--- src/rtl/serial_adder_ctrl.sv ---
// Bit-serial adder controller: drives one shared 1-bit full adder over WIDTH cycles, LSB first.
// Optional SERIAL_SUB_EN adds a 'sub' input that turns the operation into a - b.

module full_adder_1b (
    input  logic a_i,
    input  logic b_i,
    input  logic c_i,
    output logic s_c,
    output logic co_c
);
    assign s_c  = a_i ^ b_i ^ c_i;
    assign co_c = (a_i & b_i) | (c_i & (a_i ^ b_i));
endmodule

module serial_adder_ctrl #(
    parameter int unsigned WIDTH = 8
) (
    input  logic             clk,
    input  logic             rst_n,
    input  logic             start,
    input  logic [WIDTH-1:0] a,
    input  logic [WIDTH-1:0] b,
    input  logic             cin,
`ifdef SERIAL_SUB_EN
    input  logic             sub,
`endif
    output logic             busy,
    output logic             done,
    output logic [WIDTH-1:0] sum,
    output logic             cout
);
    localparam int unsigned CNT_W = $clog2(WIDTH + 1);

    typedef enum logic [1:0] {
        S_IDLE = 2'd0,
        S_RUN  = 2'd1,
        S_DONE = 2'd2
    } state_e;

    state_e             state_q, state_d;
    logic [WIDTH-1:0]   a_sh_q, a_sh_d;
    logic [WIDTH-1:0]   b_sh_q, b_sh_d;
    logic [WIDTH-1:0]   res_sh_q, res_sh_d;
    logic               carry_q, carry_d;
    logic [CNT_W-1:0]   cnt_q, cnt_d;
    logic [WIDTH-1:0]   sum_q, sum_d;
    logic               cout_q, cout_d;
    logic               done_q, done_d;
    logic               busy_q, busy_d;

    logic               fa_s, fa_co;
    logic [WIDTH-1:0]   op_b;
    logic               op_c;
    logic [WIDTH:0]     res_cat;
    logic               unused_res_lsb;

    full_adder_1b u_fa (
        .a_i  (a_sh_q[0]),
        .b_i  (b_sh_q[0]),
        .c_i  (carry_q),
        .s_c  (fa_s),
        .co_c (fa_co)
    );

    // The LSB of the result shifter always falls off the end; it is never a result bit.
    assign res_cat        = {fa_s, res_sh_q};
    assign unused_res_lsb = res_cat[0];

    // Operand B / carry-in as loaded on accept (inverted B plus one for subtraction).
    always_comb begin
        op_b = b;
        op_c = cin;
`ifdef SERIAL_SUB_EN
        if (sub) begin
            op_b = ~b;
            op_c = 1'b1;
        end
`endif
    end

    // Next-state and datapath control.
    always_comb begin
        state_d  = state_q;
        a_sh_d   = a_sh_q;
        b_sh_d   = b_sh_q;
        res_sh_d = res_sh_q;
        carry_d  = carry_q;
        cnt_d    = cnt_q;
        sum_d    = sum_q;
        cout_d   = cout_q;
        done_d   = 1'b0;
        busy_d   = 1'b0;

        case (state_q)
            S_IDLE, S_DONE: begin
                if (start) begin
                    a_sh_d  = a;
                    b_sh_d  = op_b;
                    carry_d = op_c;
                    cnt_d   = '0;
                    state_d = S_RUN;
                    busy_d  = 1'b1;
                end else begin
                    state_d = S_IDLE;
                end
            end
            S_RUN: begin
                a_sh_d   = a_sh_q >> 1;
                b_sh_d   = b_sh_q >> 1;
                carry_d  = fa_co;
                res_sh_d = res_cat[WIDTH:1];
                if (cnt_q == CNT_W'(WIDTH - 1)) begin
                    sum_d   = res_cat[WIDTH:1];
                    cout_d  = fa_co;
                    done_d  = 1'b1;
                    state_d = S_DONE;
                end else begin
                    cnt_d  = cnt_q + CNT_W'(1);
                    busy_d = 1'b1;
                end
            end
            default: state_d = S_IDLE;
        endcase
    end

    always_ff @(posedge clk or negedge rst_n) begin
        if (!rst_n) begin
            state_q  <= S_IDLE;
            a_sh_q   <= '0;
            b_sh_q   <= '0;
            res_sh_q <= '0;
            carry_q  <= 1'b0;
            cnt_q    <= '0;
            sum_q    <= '0;
            cout_q   <= 1'b0;
            done_q   <= 1'b0;
            busy_q   <= 1'b0;
        end else begin
            state_q  <= state_d;
            a_sh_q   <= a_sh_d;
            b_sh_q   <= b_sh_d;
            res_sh_q <= res_sh_d;
            carry_q  <= carry_d;
            cnt_q    <= cnt_d;
            sum_q    <= sum_d;
            cout_q   <= cout_d;
            done_q   <= done_d;
            busy_q   <= busy_d;
        end
    end

    assign busy = busy_q;
    assign done = done_q;
    assign sum  = sum_q;
    assign cout = cout_q;

endmodule

--- config.mk ---
export PLATFORM = sky130hd
export DESIGN_NAME = serial_adder_ctrl
export DESIGN_NICKNAME = d
export VERILOG_FILES = /design/src/rtl/serial_adder_ctrl.sv
export SDC_FILE = /design/constraint.sdc
export NUM_CORES = 1
export LEC_CHECK = 0
export ABC_AREA = 1
export CAP_MARGIN = 20
export CORE_UTILIZATION = 54
export CTS_BUF_LIST = sky130_fd_sc_hd__clkbuf_2
export DETAILED_ROUTE_END_ITERATION = 6
export HOLD_SLACK_MARGIN = 0.1
export PLACE_DENSITY = 0.81
export SYNTH_ARGS = -nofsm -noshare
export SYNTH_HDL_FRONTEND = slang
export SYNTH_SLANG_ARGS = --single-unit
--- constraint.sdc ---
create_clock -name clk -period 1.4 [get_ports clk]
set_input_delay 0.21 -clock clk [delete_from_list [all_inputs] [get_ports clk]]
set_output_delay 0.21 -clock clk [all_outputs]
set_load 0.02 [all_outputs]
Word-level counts from Yosys, hierarchy flattened --
Index checks and enable logic that the tools add are counted.
Word-level totals: register bits 42, output and inout port bits 11
Operators by class: equal/unequal tests 6, reduce and logical (&&, ||, !) cells 6, bitwise operators 5, multiplexer cells 17, add/subtract/negate cells 1
Operator list (number):
- 8-bit case mux with 2 select lines | 2
- 8-bit two-way mux | 2
- 4-bit two-way mux | 2
- 4-bit case mux with 2 select lines | 1
- 1-bit two-way mux | 6
- 2-bit != test (second input constant) | 3
- 4-bit by 1-bit adder with 4-bit output (second input constant) | 1
- 4-bit by 3-bit equality test with 1-bit output (second input constant) | 1
- 1-bit case mux with 2 select lines | 2
- 2-bit case mux with 2 select lines | 1
- 2-bit AND reduction | 2
- 3-bit AND reduction | 1
- 1-bit AND | 2
- 2-bit by 1-bit equality test with 1-bit output (second input constant) | 1
- 2-bit equality test (second input constant) | 1
- 2-bit logical NOT | 1
- 2-bit two-way mux | 1
- 2-bit nonzero test | 1
- 2-bit OR reduction | 1
- 1-bit XOR | 2
- 1-bit OR | 1

Logic depth before layout (Yosys ltp) --
word-level depth 4, depth in mapped cells 7, gate-level depth less buffers 7

Hierarchy --
Synthesis repeated with hierarchy kept, for this count alone.
Second synthesis, totals: cells, all modules 219, area, all modules 1916.8 sq um
Modules (own cells, without submodules):
- serial_adder_ctrl | area each 1896.8 sq um, cells each 218, times used 1, seq. area each 1026.0 sq um
- full_adder_1b | area each 20.0 sq um, cells each 1, times used 1, seq. area each 0.0 sq um

Worst setup path before layout --
OpenSTA, ideal clock, no wires.
path type reg-to-reg, from register cnt_q[0], to register sum_q[0] (netlist: sum[0]), period minus slack after synthesis 1.229 ns, library setup time 0.116 ns, setup slack 0.171 ns, data required time 1.284 ns, arrival time 1.112 ns, cell stages (with the launch flop) 8, cell sequence dfrtp_1 ha_1 nand2_1 nor2_2 nand2_2 buf_6 nand2_1 nand2_1
Between the ends: cells in the longest elaborated chain, start to end 2
Ends and longest elaborated chain:
- start, declared | RTL line 45 | logic [CNT_W-1:0] cnt_q, cnt_d;
- start signal, assigned | RTL line 144 | cnt_q <= cnt_d;
- 4-bit by 3-bit equality test with 1-bit output | RTL line 112 | if (cnt_q == CNT_W'(WIDTH - 1)) begin
- 2-bit AND reduction (no source line)
- end signal, assigned | RTL line 145 | sum_q <= sum_d;
- end, declared | RTL line 46 | logic [WIDTH-1:0] sum_q, sum_d;
Every way passes these cells. A chain may end at the register's enable or synchronous reset.

Worst setup path in the final report --
from register cnt_q[1], to register sum_q[7] (netlist: sum[7])
Same word-level chain as after synthesis.

==> metrics.txt <==
total die area=3665 um^2; CP Max Fanout=7; Slew headroom=about three quarters; total track usage=21.99%; first-pass GRT wire length=roughly 5800 um; height of the die=60.54 um; CP required=1710 ps; worst slew pin tran=353.6 ps; clock skew=~30 ps; Area Overhead vs Synth=26.98%; Final Critical Period=1342 ps; Fmax=between 700 and 800 MHz; Seq cells post-synth=~40; HP Class=in2async; Synth Cell Area=1851 um^2; root buffer cell=clkbuf_2; Syn Area/Cell=about 8.5 um^2; WP data arrival=approximately 1700 ps; post-synthesis adder-cell area fraction=1.758%; Detail Route Antenna Nets=0; number of antenna diodes=0; cell row count=20; Ports=31; Wirelength per Cell=11.26 um; met2 global-route usage=35.01%; Reg clk slew, reported paths=220 ps; final setup fails=0; met3 Use GR=5.117%; remaining global-route overflow=0; Synth cell types=20; main combinational cell family by area after synthesis=simple AND/OR/NAND/NOR gates; Hold Violations, Final=0; Die Wd=60.54 um; drt pass-1 iters=4; DRC viols=0; GP Congestion=roughly 0.85; Synth Area in XOR/XNOR=0%; final worst path period share=95.85%; Post-Synth Simple-Gate Area=23.66%; Initial DRC Count=89; Slew Viols, Final=0; DR vias/cell=4.831; Detailed Route WL=3467 um; post-synthesis net count=240; Mapped Cells=218; crit path kind=reg2reg; LEAKAGE=1.232 nW; total number of vias=1488; Critical Path End Type=flip-flop; layout cells sized above 1=between 15 and 20%; Sink Count=41; Worst setup SP type=flip-flop; post-synthesis sequential area ratio=55.44%; synth warn=0; PortBufs=30; commonest cells after routing, fill and taps aside=nand2_1, dfrtp_1, inv_1, o21ai_1, clkdlybuf4s50_1; power consumption=0.005216 W; Pwr Density=2220 nW/um^2; largest net degree at the start of global routing=42; gr busiest metal=met2; outcome=completed; initial core utilization=about three fifths; Compound-Gate Fraction of Synth Area=10.55%; Max Cap Violations=0; commonest non-fill, non-tap cell in the layout=nand2_1; mux share of post-synthesis cell area=0%; clk_lat worst skew=400 ps; CTS tree=built; grt met1 use=28.67%; worst hold slack=264.4 ps; initial antenna violation count=0; CTS Buffer Depth=2; Layout Nets=286; HPWL Detailed=2391 um; setup TNS=0 ps; Max rail drop VDD=1.214 mV; fillers=260; core region area=3153 um^2; H-Tree Level Count=2; vias in the first global route=1335; Inserted Clock Buffers=5
registers in the layout, indices dropped and copies added, names as in the netlist:
name	cells
cnt_q	4
done	1
busy	1
carry_q	1
a_sh_q	8
b_sh_q	8
cout	1
sum	8
res_sh_q	7
state_q	2
final cells by class:
class / instances / area [um^2] / area share [%]
Clock inverter: 2 / 35.03 / 1.491
Clock buffer: 5 / 25.02 / 1.065
Inverter: 29 / 108.9 / 4.633
Sequential cell: 41 / 1026 / 43.66
Multi-Input combinational cell: 141 / 668.1 / 28.43
Tap cell: 44 / 55.05 / 2.343
Timing Repair Buffer: 46 / 431.7 / 18.37
through the flow:
step | utilization (%) | setup WS [ps] | cells | cell area, um^2
finish | 74.52 | 58.04 | 308 | 2350
global route | 74.52 | -40.08 | 308 | 2350
global placement | 71.15 | 93.45 | 294 | 2243
floorplan | - | 171.2 | 218 | 1851
detailed placement | 71.15 | 35.03 | 294 | 2243
CTS | 72.94 | 27.79 | 302 | 2300
metal layers:
metal / routed length (um) / vias to the layer above
li1: - / 758
met1: 1616 / 687
met2: 1627 / 35
met3: 160 / 8
met4: 63 / 0
met5: 0 / -
cells in the mapped netlist:
cell type  instances  share of area [%]
nand2_1           74                 15
dfrtp_1           41                 55
inv_1             26                5.3
o21ai_1           18                4.9
nor2_1            16                3.2
nand3_1            8                2.2
o21ai_2            8                3.8
o21ai_0            7                1.9
buf_2              4                1.1
inv_2              3               0.61
nand2_2            3                1.0
buf_6              2                1.2
buf_4              1               0.41
fa_1               1                1.1
ha_1               1               0.68
nand2_4            1               0.61
nand4_1            1               0.34
nor2_2             1               0.34
nor2_4             1               0.61
or2_2              1               0.34
power breakdown:
part	switching (W)	leakage [nW]	internal, W	total, W
registers	0.000303	0.512	0.00172	0.00202
clock network	0.000377	0.0388	0.000290	0.000667
logic	0.00150	0.681	0.00103	0.00253
total	0.00218	1.23	0.00304	0.00522
what timing repair did:
| item | in CTS | in global routing |
|---|---|---|
| hold buffers | 1 | 0 |
| buffers inserted | 0 | 6 |
| pin swaps | 0 | 1 |
| endpoints found under the hold margin | 41 | 0 |
| resized for setup | 11 | 8 |
| setup endpoints to repair | 11 | 16 |
critical path, cell delays in order (launching register included):
cell     delay (ps)
dfrtp_1         430
ha_1            170
nand2_1         100
nor2_2          160
nand2_2         110
buf_4           190
nand2_1          70
o21ai_2          50
final timing paths:
path                       slack, ps  startpoint     endpoint  depth (start not counted)
max                               60    cnt_q[1]       sum[7]                          7
min                              260       rst_n    a_sh_q[6]                          3
max reg2reg                       60    cnt_q[1]       sum[7]                          7
min reg2reg                      510      sum[6]       sum[6]                          2
max in group asynchronous        920       rst_n  res_sh_q[1]                          3
min in group clk                 360        a[3]    a_sh_q[3]                          3
logic make-up (layout without fill, tap and decap cells):
| group | after synthesis | after routing |
|---|---|---|
| adder cells (fa/ha/maj) | 2 | 2 |
| flip-flops | 41 | 41 |
| buffers and inverters | 36 | 82 |
| AO/OA/AOI/OAI | 33 | 33 |
| AND/OR/NAND/NOR | 106 | 106 |
No activity file was read; power rests on OpenSTA's default activity.
